[src/rtl/hash_update_arbiter_if.sv]
// Handshake bundle between the hash-update round-robin arbiter and its
// surroundings: the four request lanes, the registered mux select, the
// valid/ready pair toward the hash-table write stage and the optional
// per-lane grant counters.
//   master : the arbiter side (drives ready pulses, select, valid, stats)
//   slave  : the request lanes plus the downstream write stage
interface hash_update_arbiter_if #(
  parameter int NUM_LANES = 4,
  parameter int SEL_W     = 2,
  parameter int STAT_W    = 32
);
  logic [NUM_LANES-1:0]        req_valid;
  logic [NUM_LANES-1:0]        req_ready;
  logic [SEL_W-1:0]            sel;
  logic                        out_valid;
  logic                        out_ready;
  logic [SEL_W-1:0]            out_lane;
  logic [NUM_LANES*STAT_W-1:0] stat_cnt;

  modport master (
    input  req_valid, out_ready,
    output req_ready, sel, out_valid, out_lane, stat_cnt
  );

  modport slave (
    output req_valid, out_ready,
    input  req_ready, sel, out_valid, out_lane, stat_cnt
  );
endinterface

[src/rtl/hash_update_arbiter.sv]
// Round-robin arbiter in front of the 4:1 hash-update data mux.
// A grant is held (sel stable, out_valid high) until the write stage accepts
// the word; the accepted lane gets a one-cycle req_ready pulse and is masked
// from the immediately following arbitration so other lanes go back-to-back.
// Optional per-lane grant counters are built when HASH_UPD_ARB_STATS_EN is
// defined; otherwise stat_cnt is tied to zero.
module hash_update_arbiter #(
  parameter int NUM_LANES = 4,   // fixed at 4: matches the 2-bit mux select
  parameter int SEL_W     = 2,
  parameter int STAT_W    = 32
) (
  input  logic                  clk,
  input  logic                  rst,
  hash_update_arbiter_if.master bus
);

  typedef enum logic {
    IDLE = 1'b0,
    HOLD = 1'b1
  } state_e;

  state_e               state_q, state_d;
  logic [SEL_W-1:0]     sel_q, sel_d;
  logic [SEL_W-1:0]     last_grant_q, last_grant_d;
  logic [NUM_LANES-1:0] req_ready_c;
  logic                 accept;

  logic [NUM_LANES-1:0] sel_onehot;
  logic                 idle_found, hold_found;
  logic [SEL_W-1:0]     idle_lane, hold_lane;

  // First set bit of req, searching upward from start with wrap-around.
  // Result is {found, lane}.
  function automatic logic [SEL_W:0] rr_pick(input logic [NUM_LANES-1:0] req,
                                             input logic [SEL_W-1:0]     start);
    logic             found;
    logic [SEL_W-1:0] idx;
    logic [SEL_W-1:0] win;
    found = 1'b0;
    win   = '0;
    for (int k = 0; k < NUM_LANES; k++) begin
      idx = start + SEL_W'(k);
      if (!found && req[idx]) begin
        found = 1'b1;
        win   = idx;
      end
    end
    return {found, win};
  endfunction

  assign sel_onehot = NUM_LANES'(1) << sel_q;

  // From IDLE the priority pointer sits just after the last accepted lane.
  assign {idle_found, idle_lane} = rr_pick(bus.req_valid, last_grant_q + 1'b1);

  // On accept the consumed lane is masked: its next word may not be on the
  // mux inputs yet, so it waits one arbitration round.
  assign {hold_found, hold_lane} = rr_pick(bus.req_valid & ~sel_onehot, sel_q + 1'b1);

  // Next-state, select and ready-pulse logic.
  always_comb begin
    // NOTE: every signal written here gets a default first, so no path can
    // leave one unassigned and infer a latch.
    state_d      = state_q;
    sel_d        = sel_q;
    last_grant_d = last_grant_q;
    req_ready_c  = '0;
    accept       = 1'b0;

    unique case (state_q)
      IDLE: begin
        if (idle_found) begin
          sel_d   = idle_lane;
          state_d = HOLD;
        end
      end
      HOLD: begin
        // Without out_ready the grant is frozen; late higher-priority
        // requests are deliberately ignored to keep the mux output stable.
        if (bus.out_ready) begin
          accept       = 1'b1;
          req_ready_c  = sel_onehot;
          last_grant_d = sel_q;
          if (hold_found) begin
            sel_d = hold_lane;
          end else begin
            state_d = IDLE;
          end
        end
      end
      default: state_d = IDLE;
    endcase
  end

  // State, select and round-robin pointer registers.
  always_ff @(posedge clk) begin
    // NOTE: sequential state uses non-blocking assignments so every register
    // samples the pre-edge values, independent of statement order.
    if (rst) begin
      state_q      <= IDLE;
      sel_q        <= '0;
      last_grant_q <= SEL_W'(NUM_LANES - 1);  // lane 0 wins first after reset
    end else begin
      state_q      <= state_d;
      sel_q        <= sel_d;
      last_grant_q <= last_grant_d;
    end
  end

  assign bus.req_ready = req_ready_c;
  assign bus.sel       = sel_q;
  assign bus.out_lane  = sel_q;
  assign bus.out_valid = (state_q == HOLD);

`ifdef HASH_UPD_ARB_STATS_EN
  logic [STAT_W-1:0] stat_q [NUM_LANES];

  // Per-lane accept counters, wrapping naturally at 2^STAT_W.
  always_ff @(posedge clk) begin
    // NOTE: this small array is software-visible state, so unlike a data
    // memory it is cleared by reset.
    if (rst) begin
      for (int i = 0; i < NUM_LANES; i++) begin
        stat_q[i] <= '0;
      end
    end else if (accept) begin
      stat_q[sel_q] <= stat_q[sel_q] + STAT_W'(1);
    end
  end

  for (genvar g = 0; g < NUM_LANES; g++) begin : g_stat
    assign bus.stat_cnt[g*STAT_W +: STAT_W] = stat_q[g];
  end
`else
  assign bus.stat_cnt = {(NUM_LANES*STAT_W){1'b0}};
`endif

`ifndef SYNTHESIS
  // Lanes that were valid but not consumed last cycle must still be valid.
  logic [NUM_LANES-1:0] pending_q;

  // Remember which lanes are owed a ready pulse.
  always_ff @(posedge clk) begin
    if (rst) begin
      pending_q <= '0;
    end else begin
      pending_q <= bus.req_valid & ~req_ready_c;
    end
  end

  a_req_valid_held: assert property (
    @(posedge clk) disable iff (rst) ((pending_q & ~bus.req_valid) == '0)
  );
`endif

endmodule
[src/flat_wrapper.sv]
// flat-port wrapper written by rule: the top's interface ports become plain ports
module hash_update_arbiter_flat 
#(
  parameter int NUM_LANES = 4,                                              
  parameter int SEL_W     = 2,
  parameter int STAT_W    = 32
)
  (clk, rst, bus_req_valid, bus_out_ready, bus_req_ready, bus_sel, bus_out_valid, bus_out_lane, bus_stat_cnt);
  hash_update_arbiter_if #(.NUM_LANES(NUM_LANES), .SEL_W(SEL_W), .STAT_W(STAT_W)) bus_i ();
  input  logic clk;
  input  logic rst;
  input wire logic [$bits(bus_i.req_valid)-1:0] bus_req_valid;
  input wire logic [$bits(bus_i.out_ready)-1:0] bus_out_ready;
  output wire logic [$bits(bus_i.req_ready)-1:0] bus_req_ready;
  output wire logic [$bits(bus_i.sel)-1:0] bus_sel;
  output wire logic [$bits(bus_i.out_valid)-1:0] bus_out_valid;
  output wire logic [$bits(bus_i.out_lane)-1:0] bus_out_lane;
  output wire logic [$bits(bus_i.stat_cnt)-1:0] bus_stat_cnt;
  assign bus_i.req_valid = bus_req_valid;
  assign bus_i.out_ready = bus_out_ready;
  assign bus_req_ready = bus_i.req_ready;
  assign bus_sel = bus_i.sel;
  assign bus_out_valid = bus_i.out_valid;
  assign bus_out_lane = bus_i.out_lane;
  assign bus_stat_cnt = bus_i.stat_cnt;
  hash_update_arbiter #(.NUM_LANES(NUM_LANES), .SEL_W(SEL_W), .STAT_W(STAT_W)) u_core (.clk(clk), .rst(rst), .bus(bus_i));
endmodule
[config.mk]
export PLATFORM = sky130hd
export DESIGN_NAME = hash_update_arbiter_flat
export DESIGN_NICKNAME = d
export VERILOG_FILES = /design/src/rtl/hash_update_arbiter_if.sv /design/src/rtl/hash_update_arbiter.sv /design/src/flat_wrapper.sv
export SDC_FILE = /design/constraint.sdc
export NUM_CORES = 1
export LEC_CHECK = 0
export CELL_PAD_IN_SITES_DETAIL_PLACEMENT = 2
export CELL_PAD_IN_SITES_GLOBAL_PLACEMENT = 2
export CORE_UTILIZATION = 14
export CTS_CLUSTER_SIZE = 25
export DETAILED_ROUTE_END_ITERATION = 12
export PLACE_DENSITY = 0.84
export SLEW_MARGIN = 20
export SYNTH_ARGS = -nofsm -noshare
export SYNTH_HDL_FRONTEND = slang
export SYNTH_SLANG_ARGS = --single-unit
[constraint.sdc]
create_clock -name clk -period 1.8 [get_ports clk]
set_input_delay 0.36 -clock clk [delete_from_list [all_inputs] [get_ports clk]]
set_output_delay 0.36 -clock clk [all_outputs]
set_load 0.005 [all_outputs]
# Word-level counts from Yosys, hierarchy flattened
# Cells that the tools add are included.
# totals
word_cells	82
in_bits	7
output_inout_bits	137
ff_bits	5
# classes
order_cmp	8
add_sub_neg	8
shifts	1
muxes	42
reduce_logical	14
eq_ne	3
bitwise	3
# ops
op	n
2-bit by 3-bit less-than comparator with 1-bit output, second input constant	8
2-bit two-way mux	11
1-bit two-way mux	19
1-bit binary-select mux with 2-bit select	8
2-bit by 1-bit adder with 2-bit output, second input constant	4
2-bit adder, second input constant	4
4-bit two-way mux	2
1-bit logical AND	6
1-bit logical NOT	6
4-bit AND	1
2-bit inequality test, second input constant	2
4-bit NOT	1
2-bit one-hot mux with 2 select lines	1
1-bit by 2-bit left shift with 4-bit output, first input constant	1
3-bit AND reduction	1
2-bit by 1-bit inequality test with 1-bit output, second input constant	1
1-bit one-hot mux with 2 select lines	1
2-bit AND reduction	1
1-bit NOT	1

# Longest topological paths before layout
# Gate-level depths: netlist of run 1.
# logic_depth
ltp_word	18
mapped_depth	9
depth_no_buf	8

# Worst setup path before layout of run 1
# OpenSTA, ideal clock, no wires.
# synth_path
path_type	register to register
start	reg u_core.sel_q[0], in the netlist u_core.bus.out_lane[0]
end	reg u_core.sel_q[0], in the netlist u_core.bus.out_lane[0]
path_slack_ns	-0.209
t_arrival_ns	1.918
period_less_slack_ns	2.009
n_path_buf	1
required_time_ns	1.709
setup_ns	0.091
stages_incl_launch_ff	10
path_cell_list	dfxtp_1 > clkbuf_8 > inv_1 > ha_1 > and3b_4 > a221oi_2 > a31oi_1 > o21ai_2 > a21oi_1 > a311oi_1
# synth_between
elab_chain_cells	18
word_cells_on_any_way	34
classes_between	add/sub: 4; eq/ne: 1; shift: 1; mux: 19; bitwise: 2; reduce/logical: 7
# synth_lines
element	line	source
start, declared	hash_update_arbiter.sv:23	logic [SEL_W-1:0] sel_q, sel_d;
start signal, assigned	hash_update_arbiter.sv:105	sel_q <= sel_d;
branches (longest 18 deep; another with 2-bit by 1-bit adder with 2-bit output)	--	
# Parallel ways; which one is timed is not known. The select of a mux whose other input is x is not followed.
# A chain may end at the register's enable or synchronous reset.

# Final worst setup path of run 1
# Ends and elaborated chain as after synthesis.

==> metrics.csv, run 1 <==
metric;value;unit
status;complete, no violations;
maxCapViolCount;0;
die_h;110;um
fp.dieArea;12000;um2
cts_max_level;1;
ys_types;35;
syn-mean-instance-area;7.52;um2
syn2layout_area_growth;3.08;%
cp_max_fo;4;
fin_area;1680;um2
netlist_area;1630;um2
grt_pass1_wl;5180;um
hold_buffers;0;
path_cells;inv_4 -> ha_4 -> inv_1 -> or3_1 -> a31oi_1 -> o21ai_2 -> a311oi_1;
p_per_area;588;nW/um2
rsz0062_at_grt;true;
antenna_found_initial;0;
internal-power;0.631;mW
power_switching;0.355;mW
min_path_type;flip-flop to flip-flop;
finalCriticalPeriod;1770;ps
pwr-share-comb;48.2;%
grt_max_degree;12;
critical_path_class;flip-flop to flip-flop;
holdPathStages;1;
post-route-period-util;98.5;%
yosys_register_bits;5;
clock-root-buffer;clkbuf_16;
switching_share;36.0;%
leakage;0.890;nW
skew;2.50;ps
ys_seq_area_share;6.16;%
dpl_cell_area;1540;um2
start_kind;flip-flop;
dp_cells;379;
finalPower;0.986;mW
required;1930;ps
max_stage_delay;370;ps
cts_sinks;5;
ys_warn_count;0;
drt_iter0_drc;33;
crit_cells;7;
critPathArrivalTime;1900;ps
finalNonFillerCells;384;
grt_use_total;5.59;%
slowest_stage;or3_1;
nNetsFinal;256;
hold_viol_final;0;
final-max-slew-violation-count;0;
num_antenna_cells;0;
core;11100;um2
gp_congestion;0.729;
io_pins;144;
port_buffers;15;
ir_drop;0.376;mV
cp-end-kind;flip-flop;
wl_per_cell;9.80;um
die_x;110;um
drtAntennaViolNets;0;
seqPwrFrac;14.9;%
cts_tree;done;
grt_overflow;0;
grt_pass1_vias;964;
final_layout_size_suffix_gt1_share;16.0;%
crit_family;compound AO/OA/AOI/OAI gates;
syn_inst;216;
drt-total-wl;3760;um
cts_buffer_depth;2;
clkLatencyLatePin;230;ps
fin_tns_setup;0;ps
crit_buf_inv;2;
place_hpwl;3240;um
drc;0;
clockPowerShare;36.9;%
setup_viol_count_final;0;
rows;38;
max_freq;564;MHz
drt_pass1_iterations;4;
numCtsBuffers;3;
avgViaCountPerCell;2.92;
start_util;14.7;%
ff2ff_path_depth;7;
clk_pin_slew;30;ps
dr_total_vias;1122;
-- layer usage --
| layer | track usage (%) | vias to the layer above | wire [um] |
|---|---|---|---|
| met3 | 0.652 | 13 | 258 |
| met4 | 3.33 | 0 | 143 |
| li1 | - | 506 | - |
| met5 | 0 | - | 0 |
| met1 | 5.26 | 522 | 1190 |
| met2 | 11.4 | 81 | 2170 |
-- registers in the layout, summed over array words and instances, names as in the netlist --
signal / count
u_core.bus.out_lane: 2
u_core.last_grant_q: 2
u_core.bus.out_valid: 1
-- worst paths after layout --
check	start	to	slack (ps)
setup / recovery	u_core.bus.out_lane[0]$_SDFFE_PP0P_	u_core.bus.out_lane[0]$_SDFFE_PP0P_	30
hold / removal	u_core.bus.out_valid$_SDFF_PP0_	u_core.bus.out_valid$_SDFF_PP0_	560
setup reg to reg	u_core.bus.out_lane[0]$_SDFFE_PP0P_	u_core.bus.out_lane[0]$_SDFFE_PP0P_	30
hold reg to reg	u_core.bus.out_valid$_SDFF_PP0_	u_core.bus.out_valid$_SDFF_PP0_	560
-- worst reg2reg max path, delay by kind of cell, from the launching register on --
family	cells	cell delay, ps
buffers and inverters	2	110
DFF	1	360
and+or+nand+nor	1	370
adders and majority gates	1	300
AOI/OAI and AO/OA	3	530
-- power groups by stage --
stage	clock [mW]	sequential, mW	combinational [mW]
4_1_cts	0.369	0.146	0.464
2_1_floorplan	0	0.141	0.459
3_5_place_dp	0	0.146	0.429
5_1_grt	0.376	0.148	0.527
3_3_place_gp	0	0.143	0.404
6_report	0.364	0.147	0.476
-- layout by cell type (no fill, tap or decap), types with 2 or more instances in the layout --
cell and n:
nor2_1 9, conb_1 128, o21ai_0 3, dlygate4sd2_1 8, and3_1 4, clkbuf_16 3
a31oi_1 3, a21oi_1 6, o211a_1 2, inv_1 6, ha_2 2, dfxtp_2 2
nand2b_1 4, dfxtp_1 2, nor4_1 2, ha_4 2, nand3b_1 2, nand2_1 5
clkdlybuf4s50_1 6, a211o_1 2, buf_4 16, a311oi_1 3
-- cells by family after synthesis --
family	count (synthesis)	share of synthesized area, %
AND/OR/NAND/NOR	32	11.1
AO/OA/AOI/OAI	30	13.3
adder cells (fa/ha/maj)	4	3.08
multiplexers	1	1.62
buffers and inverters	143	64.5
other	1	0.231
flip-flops	5	6.16
-- per-stage QoR --
step | hold slack, ps | utilization (%) | worst slack, ps
after floorplan | 425 | - | 4.94
after global placement | 626 | 13.9 | -301
after detailed placement | 642 | 13.9 | -401
after CTS | 652 | 15.1 | -15.1
after global routing | 591 | 15.1 | -61.1
final | 558 | 15.1 | 27.5
-- layout make-up --
class,instances,area (um2)
clock buffers,4,78.8
fillers,1370,9400
inverters,8,32.5
multi-input cells,195,1020
flip-flops and latches,5,106
well taps,140,175
repair buffers,32,267
-- synth_stat cells (all sizes together) --
| cell type | n | area, um2 |
|---|---|---|
| nor3b | 1 | 7.51 |
| a21oi | 7 | 35.0 |
| a32oi | 1 | 8.76 |
| o21bai | 1 | 7.51 |
| o211a | 2 | 20.0 |
| nor4 | 2 | 12.5 |
| a211o | 2 | 17.5 |
| o31ai | 1 | 7.51 |
| nand2 | 5 | 18.8 |
| conb | 1 | 3.75 |
| a31oi | 3 | 18.8 |
| and2b | 1 | 8.76 |
| o31a | 1 | 8.76 |
| and3 | 4 | 25.0 |
| nor2 | 9 | 33.8 |
| dfxtp | 5 | 100 |
| a221oi | 1 | 15.0 |
| a311oi | 3 | 26.3 |
| a41oi | 1 | 8.76 |
| ha | 4 | 50.1 |
| nand3b | 2 | 15.0 |
| buf | 134 | 1000 |
| clkbuf | 1 | 13.8 |
| o21ai | 5 | 28.8 |
| and3b | 1 | 12.5 |
| o22ai | 1 | 6.26 |
| or3 | 1 | 6.26 |
| a22oi | 1 | 7.51 |
| nand2b | 6 | 40.0 |
| mux4 | 1 | 26.3 |
| inv | 8 | 30.0 |
-- timing repair --
| action | CTS | global route |
|---|---|---|
| setup buffers | 1 | 0 |
| pin swaps | 5 | 2 |
| resized for setup | 22 | 5 |
| endpoints found under the setup margin | 7 | 5 |
(Power assumes the default switching activity.)
==> run 2: changes to the inputs <==
--- a/config.mk
+++ b/config.mk
@@ -8,6 +8,7 @@
 export CELL_PAD_IN_SITES_DETAIL_PLACEMENT = 2
 export CELL_PAD_IN_SITES_GLOBAL_PLACEMENT = 2
 export CORE_UTILIZATION = 14
+export CTS_BUF_LIST = sky130_fd_sc_hd__clkbuf_4
 export CTS_CLUSTER_SIZE = 25
 export DETAILED_ROUTE_END_ITERATION = 12
 export PLACE_DENSITY = 0.84
==> metrics.csv, run 2 (synthesis results as in run 1) <==
metric;value;unit
leakage;0.876;nW
grt_max_degree;12;
nNetsFinal;257;
start_kind;flip-flop;
grt_pass1_vias;946;
finalCriticalPeriod;1800;ps
required;1960;ps
fp.dieArea;12000;um2
num_antenna_cells;0;
crit_buf_inv;1;
drt-total-wl;3810;um
die_h;110;um
fin_tns_setup;-0.790;ps
max_freq;555;MHz
grt_use_total;5.40;%
ir_drop;0.213;mV
drt_iter0_drc;27;
grt_overflow;0;
p_per_area;475;nW/um2
final_cell_mix;conb_1, buf_4, nor2_1, dlygate4sd2_1;
die_x;110;um
antenna_found_initial;0;
io_pins;144;
setup_viol_count_final;1;
drc;0;
wl_per_cell;9.90;um
cts_sinks;5;
gp_congestion;0.729;
hold_viol_final;0;
clk_pin_slew;50;ps
crit_family;compound AO/OA/AOI/OAI gates;
rsz0062_at_grt;true;
dp_cells;379;
violations;setup timing;
clkLatencyLatePin;250;ps
dr_total_vias;1126;
finalPower;0.780;mW
cp_max_fo;4;
avgViaCountPerCell;2.92;
min_path_type;flip-flop to flip-flop;
numCtsBuffers;3;
status;complete, but fails checks;
final_layout_size_suffix_gt1_share;17.1;%
fin_ws;-0.790;ps
cts_tree;done;
rows;38;
post-route-period-util;100;%
cts_buffer_depth;2;
critPathArrivalTime;1960;ps
port_buffers;15;
final_common_cell;conb_1;
finalNonFillerCells;385;
final-max-slew-violation-count;0;
cts_max_level;1;
critical_path_class;flip-flop to flip-flop;
path_cells;inv_4 -> ha_4 -> and3b_4 -> a221oi_4 -> a31oi_2 -> o21ai_2 -> a21oi_2 -> a311oi_1;
drt_pass1_iterations;4;
clock-root-buffer;clkbuf_4;
core;11100;um2
skew;13.5;ps
pre_cts_slack;-401;ps
grt_pass1_wl;4940;um
max_stage_delay;380;ps
syn2layout_area_growth;1.15;%
start_util;14.7;%
place_hpwl;3240;um
cp-end-kind;flip-flop;
maxCapViolCount;0;
drtAntennaViolNets;0;
slowest_stage;dfxtp_4;
==> run 2: cell types whose count changed in the layout (fill, tap and decap cells not counted), sizes merged <==
cell         change
buf              +1
clkbuf           -1
dlygate4sd2      +1
==> run 2: path summary, 6_finish.rpt <==
check | start | end | slack [ps] | cells past startpoint
max | u_core.bus.out_lane[0]$_SDFFE_PP0P_ | u_core.bus.out_lane[0]$_SDFFE_PP0P_ | -0.8 | 8
min | u_core.bus.out_valid$_SDFF_PP0_ | u_core.bus.out_valid$_SDFF_PP0_ | 590 | 1
max reg2reg | u_core.bus.out_lane[0]$_SDFFE_PP0P_ | u_core.bus.out_lane[0]$_SDFFE_PP0P_ | -0.8 | 8
min reg2reg | u_core.bus.out_valid$_SDFF_PP0_ | u_core.bus.out_valid$_SDFF_PP0_ | 590 | 1
==> run 2: report_power, final <==
part	internal, mW	leakage [nW]	total (mW)	switching (mW)
Clock	0.0992	0.0184	0.150	0.0508
Sequential	0.127	0.0426	0.149	0.0221
Combinational	0.215	0.815	0.482	0.267
Total	0.440	0.876	0.780	0.340
==> run 2: per-layer routing <==
layer / up-vias / routed length [um] / global-route usage (%)
met5: - / 0 / 0
met4: 0 / 94 / 3.43
met3: 8 / 248 / 0.474
met2: 76 / 2230 / 11.4
met1: 535 / 1240 / 4.80
li1: 507 / - / -
==> run 2: layout make-up <==
class | instances | area [um2]
clock buffer | 4 | 30.0
fill | 1374 | 9430
inverter | 8 | 32.5
multi-input combinational | 195 | 1030
sequential | 5 | 106
tap | 140 | 175
timing repair buffer | 33 | 274
==> run 2: per-stage QoR <==
stage	instance area (um2)	util [%]	hold WS, ps
finish	1640	14.8	585
floorplan	2120	-	425
detailed placement	1540	13.9	642
global placement	1540	13.9	626
global route	1640	14.8	604
CTS	1620	14.6	653
==> run 2: timing repair <==
action	in CTS	in global routing
hold buffers	0	0
setup endpoints to repair	7	3
gates resized for setup	22	4
pin swaps	5	4
buffers inserted	1	1
cloned	0	0
==> run 3: changes to the inputs <==
--- a/config.mk
+++ b/config.mk
@@ -12,7 +12,7 @@
 export CTS_CLUSTER_SIZE = 25
 export DETAILED_ROUTE_END_ITERATION = 12
 export PLACE_DENSITY = 0.84
-export SLEW_MARGIN = 20
+export SLEW_MARGIN = 40
 export SYNTH_ARGS = -nofsm -noshare
 export SYNTH_HDL_FRONTEND = slang
 export SYNTH_SLANG_ARGS = --single-unit
==> results of run 3 <==
Same layout as run 2: the final DEF is identical, and so are final timing and power.
